## config.mk

```make
export PLATFORM = sky130hd
export DESIGN_NAME = half_adder
export DESIGN_NICKNAME = d
export VERILOG_FILES = /design/src/rtl/half_adder_pkg.sv /design/src/rtl/half_adder_cell.sv /design/src/rtl/half_adder.sv
export SDC_FILE = /design/constraint.sdc
export NUM_CORES = 1
export LEC_CHECK = 0
export BUFFER_PORTS_ARGS = -buffer_cell sky130_fd_sc_hd__buf_2
export CORE_AREA = 2 2 39 41
export DETAILED_ROUTE_END_ITERATION = 10
export DIE_AREA = 0 0 41 43
export MAX_ROUTING_LAYER = met4
export PLACE_DENSITY = 0.68
export SLEW_MARGIN = 20
export SYNTH_ARGS = -nofsm -noshare
export SYNTH_HDL_FRONTEND = slang
export SYNTH_SLANG_ARGS = --single-unit
```

## constraint.sdc

```tcl
create_clock -name clk -period 3 [get_ports clk]
set_input_delay 0.6 -clock clk [delete_from_list [all_inputs] [get_ports clk]]
set_output_delay 0.6 -clock clk [all_outputs]
set_load 0.05 [all_outputs]
```

## src/rtl/half_adder_pkg.sv

```systemverilog
// Shared defaults and legal bounds for the half_adder block.
// Pure constants: no logic, no latency, no flow control.
package half_adder_pkg;

  localparam int HA_DEF_WIDTH = 1;
  localparam int HA_DEF_CNT_W = 8;
  localparam int HA_MAX_WIDTH = 64;
  localparam int HA_MAX_CNT_W = 32;

endpackage

```

## src/rtl/half_adder_cell.sv

```systemverilog
// One-bit half adder cell: sum = a ^ b, carry = a & b.
// Purely combinational, zero latency, no backpressure.
module half_adder_cell (
  input  logic a,
  input  logic b,
  output logic sum,
  output logic carry
);

  assign sum   = a ^ b;
  assign carry = a & b;

endmodule

```

## src/rtl/half_adder.sv

```systemverilog
// Lane-parallel half adder with registered copy and saturating carry-cycle counter.
// Combinational outputs zero latency, registered outputs 1 cycle; no backpressure.
module half_adder
  import half_adder_pkg::*;
#(
  parameter int WIDTH = HA_DEF_WIDTH,
  parameter int CNT_W = HA_DEF_CNT_W
) (
  input  logic             clk,
  input  logic             rst_n,
  input  logic [WIDTH-1:0] a,
  input  logic [WIDTH-1:0] b,
  output logic [WIDTH-1:0] sum,
  output logic [WIDTH-1:0] carry,
  output logic [WIDTH-1:0] sum_q,
  output logic [WIDTH-1:0] carry_q,
  output logic [CNT_W-1:0] carry_cnt
);

  for (genvar i = 0; i < WIDTH; i++) begin : g_lane
    half_adder_cell u_cell (
      .a     (a[i]),
      .b     (b[i]),
      .sum   (sum[i]),
      .carry (carry[i])
    );
  end

  always_ff @(posedge clk or negedge rst_n) begin
    if (!rst_n) begin
      sum_q   <= '0;
      carry_q <= '0;
    end else begin
      sum_q   <= sum;
      carry_q <= carry;
    end
  end

  // Counts cycles with any lane carrying, not lanes; holds at all-ones.
  always_ff @(posedge clk or negedge rst_n) begin
    if (!rst_n) begin
      carry_cnt <= '0;
    end else if ((|carry) && (carry_cnt != {CNT_W{1'b1}})) begin
      carry_cnt <= carry_cnt + CNT_W'(1);
    end
  end

endmodule

```

=== Word-level counts from Yosys, hierarchy flattened ===
Index checks and enable logic that the tools add are counted.

* Flip-flop bits (word level): 10
* Input port bits: 4
* Output and inout bits: 12

* Reductions and logical operators: 1
* Bitwise gates (word level): 2
* Equal/unequal tests: 1
* Add/sub/neg operators: 1

{| class="wikitable"
|+ Operators by type and width
! operator !! number
|-
| $add A8 B1 Y8 const B || 1
|-
| $ne A8 B8 Y1 const B || 1
|-
| $and A1 B1 Y1 || 1
|-
| $logic_and A1 B1 Y1 || 1
|-
| $xor A1 B1 Y1 || 1
|}

=== Logic depth before layout (Yosys ltp) ===
* Depth after elaboration: 2
* Gate-level depth with buffers: 4
* Depth with buffers taken out: 4

=== By module ===
From an unflattened synthesis, not the netlist that was laid out.

* Cell total of the unflattened synthesis: 37
* Area, all modules: 470.5 sq um

{| class="wikitable"
|+ Modules (own cells, without submodules)
! module !! seq. area each (sq um) !! area each (sq um) !! times used !! cells each
|-
| half_adder || 250.2 || 457.9 || 1 || 36
|-
| half_adder_cell || 0.0 || 12.5 || 1 || 1
|}

=== Least setup slack after synthesis ===
OpenSTA, ideal clock, no wires.

* Kind: in2reg
* Start: in a
* End: reg carry_cnt[6]
* Arrival time: 1.795 ns
* Required time: 2.875 ns
* Setup slack: 1.080 ns
* Stages: 4
* Path through: ha_1 > and3_1 > nand4_1 > mux2_2

* Longest elaborated chain between the ends: 2

{| class="wikitable"
|+ Ends and longest elaborated chain
! what !! RTL line !! text
|-
| start: declaration || half_adder.sv:11 || <nowiki>input logic [WIDTH-1:0] a,</nowiki>
|-
| $and A1 B1 Y1 || half_adder_cell.sv:11 || <nowiki>assign carry = a & b;</nowiki>
|-
| $logic_and A1 B1 Y1 || half_adder.sv:43 || <nowiki>end else if ((|carry) && (carry_cnt != {CNT_W{1'b1}})) begin</nowiki>
|-
| end signal: assignment || half_adder.sv:44 || <nowiki>carry_cnt <= carry_cnt + CNT_W'(1);</nowiki>
|-
| end: declaration || half_adder.sv:17 || <nowiki>output logic [CNT_W-1:0] carry_cnt</nowiki>
|}

Every way passes these cells.
A chain may end at the register's enable or synchronous reset.

=== Worst setup path in the final report ===
* Start: in a
* End: out sum

* Longest elaborated chain between the ends: 1

{| class="wikitable"
|+ Ends and longest elaborated chain
! what !! RTL line !! text
|-
| $xor A1 B1 Y1 || half_adder_cell.sv:10 || <nowiki>assign sum = a ^ b;</nowiki>
|-
| end: declaration || half_adder.sv:13 || <nowiki>output logic [WIDTH-1:0] sum,</nowiki>
|}

Every way passes these cells.

==> qor.yml <==
ys_ff_latch: 10
start_kind: "input port"
cts.hold.buffers_added: 0
fin_area_um2: 588
worst_ep_arrival_time_ns: 1.23
synth_most_common_cell: "dfrtp_1"
dp_hpwl_um: 609
synth_commonest_cells: "10 x dfrtp_1, 3 x a21oi_1, 3 x xor2_1"
ys.flop_type: "dfrtp_1"
grtUsageTotal_pct: 12.7
cp.required_ns: 2.40
syn-instance-count: 36
slowest_delay_ns: 0.27
syn_area_um2: 457
period_needed_ns: 1.83
area_growth_pct: 28.8
root_buffer: "clkbuf_4"
skew_ns: 0.00662
gp_congestion: 0.773
syn-num-nets: 42
dr.pass1.iters: 1
yosysTopAreaCellShare_pct: 54.8
min_period_over_period_pct: 60.9
yosysSeqAreaShare_pct: 54.8
cts_tree: "built"
rsz0062_at_grt: "no"
setup_viol: 0
io_buffers: 15
synth_top_area_cell: "dfrtp_1"
async_flop_share_pct: 100
slew-limit-headroom_pct: 84.2
chipWidth_um: 41
num_vias: 340
fin_util_pct: 42.5
grt_pass1_vias: 327
cts_setup_buffers: 0
fin_tns_setup_ns: 0
outcome: "completed"
fmax_mhz: 547
cts.reportedPaths.clkPinSlew_ns: 0.07
cp-end-kind: "output pin"
powerDensity_nw_per_um2: 1040
cts_max_path_buffers: 2
clkLatencyLatePin_ns: 0.26
layout.nets: 62
dp.cells: 67
leakage_nw: 0.303
final_cells: 71
synth_cell_types: 18
worstMarginPinSlew_ns: 0.236
irDropWorstVdd_uv: 630
wl_per_cell_um: 11.8
drive_gt1_share_pct: 43.6
drt_iter0_drc: 0
pin_count: 16
synth-edff-count: 0
cpMaxStageDelayCell: "ha_1"
antenna_found_initial: 0
ant_nets: 0
ys_top_cells_by_area: "dfrtp_1 55%, xor2_1 5.8%, ha_1 5.5%, xnor2_1 3.8%, a21oi_1 3.3%"
ctsResizeCount: 0
core_area_um2: 1380
routed_via_density: 4.79
layout_setup_ws_ns: 1.17
pre_cts_slack_ns: 1.17
hold_path_class: "input port to async pin"
die_h_um: 43
grt_start_max_net_pins: 11
drv_cap: 0
h-tree-depth: 1
initial_core_util_pct: 33.0
rows: 14
fin_total_pwr_mw: 0.613
dpl_cell_area_um2: 552
critPathMaxFanout: 2
syn_area_per_cell_um2: 12.7
cts_sinks: 10
diodes: 0
slew_violations: 0
gr-total-overflow: 0
grt_pass1_wl_mm: 1.42
path_class: "input port to output pin"
cp_common_cell: "buf_2"
path_cells: "buf_2 -> ha_1 -> buf_2"
whs_ns: 0.179
cts_buffers: 3
wl_um: 837
ys.warnings.count: 0
drc: 0
die-area_um2: 1760
hold_viol: 0
reg2reg_slack_ns: 1.58
[registers in the layout (all words and copies together) (netlist names)]
| register | count |
|---|---|
| carry_cnt | 8 |
| carry_q | 1 |
| sum_q | 1 |
[metal layers]
layer	up-vias	part of all wire, %	track usage (%)	routed length [um]
met4	0	1.4	6.00	12
met1	154	44	15.1	366
met3	2	6.9	7.85	58
met5	-	0	-	0
met2	12	48	16.6	400
li1	172	-	-	-
[cells in the final DEF, fill, tap and decap left out, drive strengths merged, types with 2 or more instances in the layout]
master | netlist | routed
mux2 | 2 | 2
nand4 | 3 | 3
xor2 | 3 | 3
ha | 2 | 2
a21oi | 3 | 3
nand2 | 2 | 2
xnor2 | 2 | 2
and3 | 2 | 2
dfrtp | 10 | 10
clkbuf | 0 | 4
buf | 0 | 15
[power by group]
| part | internal (mW) | total (mW) | switching, mW |
|---|---|---|---|
| clock | 0.0736 | 0.119 | 0.0456 |
| sequential | 0.176 | 0.232 | 0.0558 |
| combinational | 0.0639 | 0.262 | 0.198 |
[critical path, delay by kind of cell]
family,cells,cell delay [ns]
buffers and inverters,2,0.36
adders and majority gates,1,0.27
[path summary, 6_finish.rpt]
check	end	cells past startpoint	from
hold reg to reg	carry_cnt[0]	1	carry_cnt[0]
setup / recovery	sum	3	a
setup reg to reg	carry_cnt[6]	4	carry_cnt[0]
max in group asynchronous	carry_cnt[1]	1	rst_n
min in group clk	carry_cnt[0]	1	carry_cnt[0]
hold / removal	carry_cnt[5]	1	rst_n
[area by class of cell]
class / count / area [um^2]
sequential: 10 / 250
multi-input combinational: 26 / 206
fill: 135 / 796
clock buffer: 4 / 36.3
tap: 16 / 20.0
timing repair buffer: 15 / 75.1
[cell families after synthesis]
| kind of cell | share of synthesized area (%) |
|---|---|
| AO/OA/AOI/OAI | 9.59 |
| adder cells (fa/ha/maj) | 5.48 |
| multiplexers | 4.93 |
| XOR/XNOR | 9.59 |
| flip-flops | 54.8 |
| AND/OR/NAND/NOR | 15.6 |
No activity file was read; power rests on OpenSTA's default activity.
